### config.mk
export PLATFORM = sky130hd
export DESIGN_NAME = fsm_seq
export DESIGN_NICKNAME = d
export VERILOG_FILES = /design/src/rtl/fsm_seq.sv
export SDC_FILE = /design/constraint.sdc
export NUM_CORES = 1
export LEC_CHECK = 0
export ABC_CLOCK_PERIOD_IN_PS = 2900
export CAP_MARGIN = 25
export CORE_MARGIN = 2
export CORE_UTILIZATION = 48
export DETAILED_ROUTE_END_ITERATION = 6
export PLACE_DENSITY = 0.8
export SLEW_MARGIN = 15
export SYNTH_ARGS = -nofsm -noshare
export SYNTH_HDL_FRONTEND = slang
export SYNTH_SLANG_ARGS = --single-unit
### constraint.sdc
create_clock -name clk -period 2.9 [get_ports clk]
set_input_delay 0.435 -clock clk [delete_from_list [all_inputs] [get_ports clk]]
set_output_delay 0.435 -clock clk [all_outputs]
set_load 0.005 [all_outputs]
### src/rtl/fsm_seq.sv
// Multi-cycle instruction sequencer: owns the program counter, fetches from a
// one-cycle-latency program memory, and decodes each instruction into
// register-file and ALU controls over a FETCH / LATCH / EXEC cycle.
module fsm_seq #(
  parameter int RA_W = 2,
  parameter int PC_W = 4
) (
  input  logic                clk,
  input  logic                rst_n,
  input  logic                start,
  input  logic [3+2*RA_W:0]   instr,
  input  logic                zero,
  output logic [PC_W-1:0]     pc,
  output logic [3:0]          ALU,
  output logic [RA_W-1:0]     Rd_addr1,
  output logic [RA_W-1:0]     Rd_addr2,
  output logic [RA_W-1:0]     wrt_addr,
  output logic                wrt_en,
  output logic                load_data,
  output logic                busy,
  output logic                halted,
  output logic                err
);

  localparam int IW = 4 + 2*RA_W;

  typedef enum logic [2:0] {
    S_IDLE,
    S_FETCH,
    S_LATCH,
    S_EXEC,
    S_HALT
  } state_t;

  typedef enum logic [3:0] {
    OP_NOOP  = 4'b0000,
    OP_SET   = 4'b0001,
    OP_INC   = 4'b0010,
    OP_DEC   = 4'b0011,
    OP_LOAD  = 4'b0100,
    OP_STORE = 4'b0101,
    OP_ADD   = 4'b0110,
    OP_COPY  = 4'b0111,
    OP_JMP   = 4'b1000,
    OP_JZ    = 4'b1001,
    OP_HALT  = 4'b1010
  } op_t;

  state_t            state, state_nxt;
  logic [IW-1:0]     ir, ir_nxt;
  logic [PC_W-1:0]   pc_nxt;
  logic              err_nxt;

  logic [3:0]        op;
  logic [RA_W-1:0]   opr1;
  logic [RA_W-1:0]   opr2;
  logic [PC_W-1:0]   target;

  assign op     = ir[IW-1:IW-4];
  assign opr1   = ir[2*RA_W-1:RA_W];
  assign opr2   = ir[RA_W-1:0];
  assign target = ir[PC_W-1:0];

  // State, instruction register, program counter and sticky error flag
  always_ff @(posedge clk or negedge rst_n) begin
    if (!rst_n) begin
      state <= S_IDLE;
      ir    <= '0;
      pc    <= '0;
      err   <= 1'b0;
    end else begin
      state <= state_nxt;
      ir    <= ir_nxt;
      pc    <= pc_nxt;
      err   <= err_nxt;
    end
  end

  // Next-state sequencing, pc update and EXEC-only decode of the held instruction
  always_comb begin
    state_nxt = state;
    ir_nxt    = ir;
    pc_nxt    = pc;
    err_nxt   = err;
    ALU       = 4'b0000;
    Rd_addr1  = '0;
    Rd_addr2  = '0;
    wrt_addr  = '0;
    wrt_en    = 1'b0;
    load_data = 1'b0;
    busy      = 1'b0;
    halted    = 1'b0;

    case (state)
      S_IDLE: begin
        if (start) begin
          state_nxt = S_FETCH;
          pc_nxt    = '0;
          err_nxt   = 1'b0;
        end
      end

      S_FETCH: begin
        busy      = 1'b1;
        state_nxt = S_LATCH;
      end

      S_LATCH: begin
        busy      = 1'b1;
        ir_nxt    = instr;
        state_nxt = S_EXEC;
      end

      S_EXEC: begin
        busy      = 1'b1;
        state_nxt = S_FETCH;
        pc_nxt    = pc + 1'b1;
        case (op)
          OP_NOOP: begin
            ALU = op;
          end
          OP_SET: begin
            ALU      = op;
            wrt_addr = opr1;
            wrt_en   = 1'b1;
          end
          OP_INC, OP_DEC: begin
            ALU      = op;
            Rd_addr1 = opr1;
            wrt_addr = opr1;
            wrt_en   = 1'b1;
          end
          OP_LOAD: begin
            ALU       = op;
            wrt_addr  = opr1;
            wrt_en    = 1'b1;
            load_data = 1'b1;
          end
          OP_STORE: begin
            ALU      = op;
            Rd_addr1 = opr1;
          end
          OP_ADD: begin
            ALU      = op;
            Rd_addr1 = opr1;
            Rd_addr2 = opr2;
            wrt_addr = opr1;
            wrt_en   = 1'b1;
          end
          OP_COPY: begin
            ALU      = op;
            Rd_addr1 = opr2;
            wrt_addr = opr1;
            wrt_en   = 1'b1;
          end
          OP_JMP: begin
            pc_nxt = target;
          end
          OP_JZ: begin
            if (zero) begin
              pc_nxt = target;
            end
          end
          OP_HALT: begin
            pc_nxt    = pc;
            state_nxt = S_HALT;
          end
          default: begin
            err_nxt = 1'b1;
          end
        endcase
      end

      S_HALT: begin
        halted = 1'b1;
        if (start) begin
          state_nxt = S_FETCH;
          pc_nxt    = '0;
          err_nxt   = 1'b0;
        end
      end

      default: begin
        state_nxt = S_IDLE;
      end
    endcase
  end

endmodule
==> metrics.cfg <==
[run_status]
outcome=complete, no violations

[synth]
yosys.area.top_type=dfrtp_1
synth_enable_flop_cells=0
yosysTopAreaCellShare=0.411
ys.flop_type=dfrtp_1
syn_avg_cell_area_um2=9.36
syn_area_um2=973
synth.distinct_cells=37
ys_warn_count=0
syn_nets=117
synthTopCellsByArea=dfrtp_1 (41%), mux2_2 (5.8%), mux2i_1 (5.1%)
async_flop_share=1.00
yosysSeqAreaShare=0.411
synth_seq_cells=16
syn_inst=104

[job]
max-cap-violations=0

[place]
placed_cell_area_mm2=0.00125
dp_hpwl_um=1630
io_buffers=29
gp_congestion=0.818

[floorplanning]
io_pins=31
die-area_mm2=0.00240
core_area_mm2=0.00194
rows=16
chipWidth_um=49.0
die_y_um=49.0
initial_core_util=0.501

[global_routing]
grt_pass1_vias=859
grt_busiest_layer=met2
grt_overflow=0
grt_use_met2=0.329
antenna_found_initial=0
grt_pass1_wl_um=3660
grt_max_degree=17
grtUsageTotal=0.194
grt.met3_usage=0.0552
grt.met1_usage=0.232

[timing]
setup_tns_ns=0
clock_skew_ns=0.00114
fmax_ghz=0.399
relSlewSlack=0.522
fin_crit_sh=0.864
timing.final.crit_period_ns=2.51
finalMaxSlewViolations=0
finalSetupViolCount=0
worst_pin_slew_ns=0.715
rsz0062_at_grt=no
hold_viol=0

[drt]
vias=824
drtIter0Drc=11
firstDrtPassIters=4
ant_nets=0
wl_per_cell_um=13.4
route.detailed.drc=0
routed_wl_um=2110
drt-vias-per-instance=5.25

[clocking]
cts_max_level=1
clockRootBuffer=clkbuf_4
clk_pin_slew_worst_paths_ns=0.09
clk_path_buf_depth=2
cts_resized=0
cts_inserted_buffers=3
clk_latency_ns=0.28
cts_setup_buffers=0
cts.sinks=16
hold_buffers=0
cts_tree=built

[worst_setup_path]
crit_required_ns=2.47
critPathMaxFanout=7
path_class=reg2out
worst_ep_arrival_time_ns=2.07
cp-end-kind=output pin
cp-start-kind=flip-flop
worst-r2r-cell-count=3

[pwr]
leakage_nw=0.559
ir_drop_v=0.000578
power.density_mw_per_mm2=975

[final_layout]
stdcell_area_mm2=0.00127
nets=145
n_antenna_cell=0
area_growth_pct=31.0
drive_gt1_frac=0.131
num-fill-cells=158

[hold_path]
min_path_cells=1
hp-class=reg2reg

## cell usage in the layout (no fill, tap or decap)
| cell type | count |
|---|---|
| or2_1 | 1 |
| clkbuf_4 | 3 |
| a21o_2 | 1 |
| nand2_4 | 1 |
| o2bb2ai_1 | 1 |
| nor3b_2 | 1 |
| xnor2_1 | 2 |
| ha_1 | 1 |
| and2_1 | 2 |
| nand4_1 | 1 |
| nand2_1 | 10 |
| nor2b_1 | 1 |
| a21oi_1 | 2 |
| and4_1 | 1 |
| a31oi_1 | 1 |
| o22ai_2 | 1 |
| conb_1 | 1 |
| nor3_1 | 6 |
| nand2b_1 | 1 |
| o21ai_1 | 1 |
| nand3b_2 | 1 |
| inv_1 | 9 |
| o21ai_0 | 6 |
| nand4b_1 | 1 |
| inv_2 | 1 |
| o21ai_2 | 1 |
| xor2_1 | 1 |
| dfrtp_1 | 16 |
| mux2i_1 | 5 |
| and4bb_1 | 1 |
| clkdlybuf4s50_1 | 29 |
| o221ai_2 | 2 |
| nand3_1 | 2 |
| nor2_1 | 11 |
| mux2_2 | 5 |
## worst paths after layout
| check | from | end | slack (ns) |
|---|---|---|---|
| max | state[2] | Rd_addr2[1] | 0.39 |
| min | state[2] | state[1] | 0.51 |
| max reg2reg | state[2] | ir[6] | 1.21 |
| min reg2reg | state[2] | state[1] | 0.51 |
| max in group asynchronous | rst_n | ir[3] | 1.89 |
| min in group asynchronous | rst_n | ir[4] | 0.57 |
## synth_stat cells (2+ instances only)
library cell	number
o21ai_0	6
mux2_2	5
buf_6	2
nand3_1	2
inv_1	9
buf_2	2
nand2_1	10
nor3_1	6
xnor2_1	2
a21oi_1	2
mux2i_1	5
o221ai_2	2
nor2_1	11
and2_1	2
dfrtp_1	16
## state kept, by name, summed over array words and instances (netlist names)
name   count
ir         8
pc         4
state      3
err        1
## stage by stage
step	total power [mW]	cells	worst slack, ns	hold WS (ns)	util
final	1.24	157	0.394	0.508	0.657
after global routing	1.35	157	0.239	0.572	0.657
after global placement	1.11	154	0.771	0.481	0.645
after floorplan	0.925	104	1.30	0.139	-
after CTS	1.25	157	0.387	0.508	0.657
after detailed placement	1.13	154	0.729	0.492	0.645
## cells by family (layout without fill, tap and decap cells)
| kind of cell | Yosys count | in the layout | share of synthesized area |
|---|---|---|---|
| AO/OA/AOI/OAI | 16 | 16 | 0.123 |
| buffers and inverters | 16 | 42 | 0.0848 |
| XOR/XNOR | 3 | 3 | 0.0270 |
| AND/OR/NAND/NOR | 41 | 41 | 0.228 |
| multiplexers | 10 | 10 | 0.109 |
| flip-flops | 16 | 16 | 0.411 |
| adder cells (fa/ha/maj) | 1 | 1 | 0.0129 |
| other | 1 | 1 | 0.00385 |
## final cells by class
cell class / instances / area [µm²] / area share
sequential: 16 / 400 / 0.314
tap: 27 / 33.8 / 0.0265
timing repair buffer: 29 / 290 / 0.228
clock buffer: 3 / 22.5 / 0.0177
inverter: 10 / 37.5 / 0.0294
multi-input combinational: 72 / 490 / 0.385
## worst max-delay path, cell delays in order (launching register included)
cell and delay (ns):
dfrtp_1 0.43, nand3b_2 0.29, nor2_1 0.18, nand2_1 0.11, inv_1 0.09, and4_1 0.19, clkdlybuf4s50_1 0.50
## metal layers
metal,wire length [µm],vias up
met5,0,-
met4,23,0
met3,128,4
met2,999,21
met1,956,389
li1,-,410
## where the power goes
group | switching, mW | total [mW] | internal [mW] | leakage (nW)
Combinational | 0.293 | 0.641 | 0.349 | 0.350
Sequential | 0.161 | 0.488 | 0.328 | 0.195
Clock | 0.0646 | 0.113 | 0.0481 | 0.0138
No activity file was read; power rests on OpenSTA's default activity.
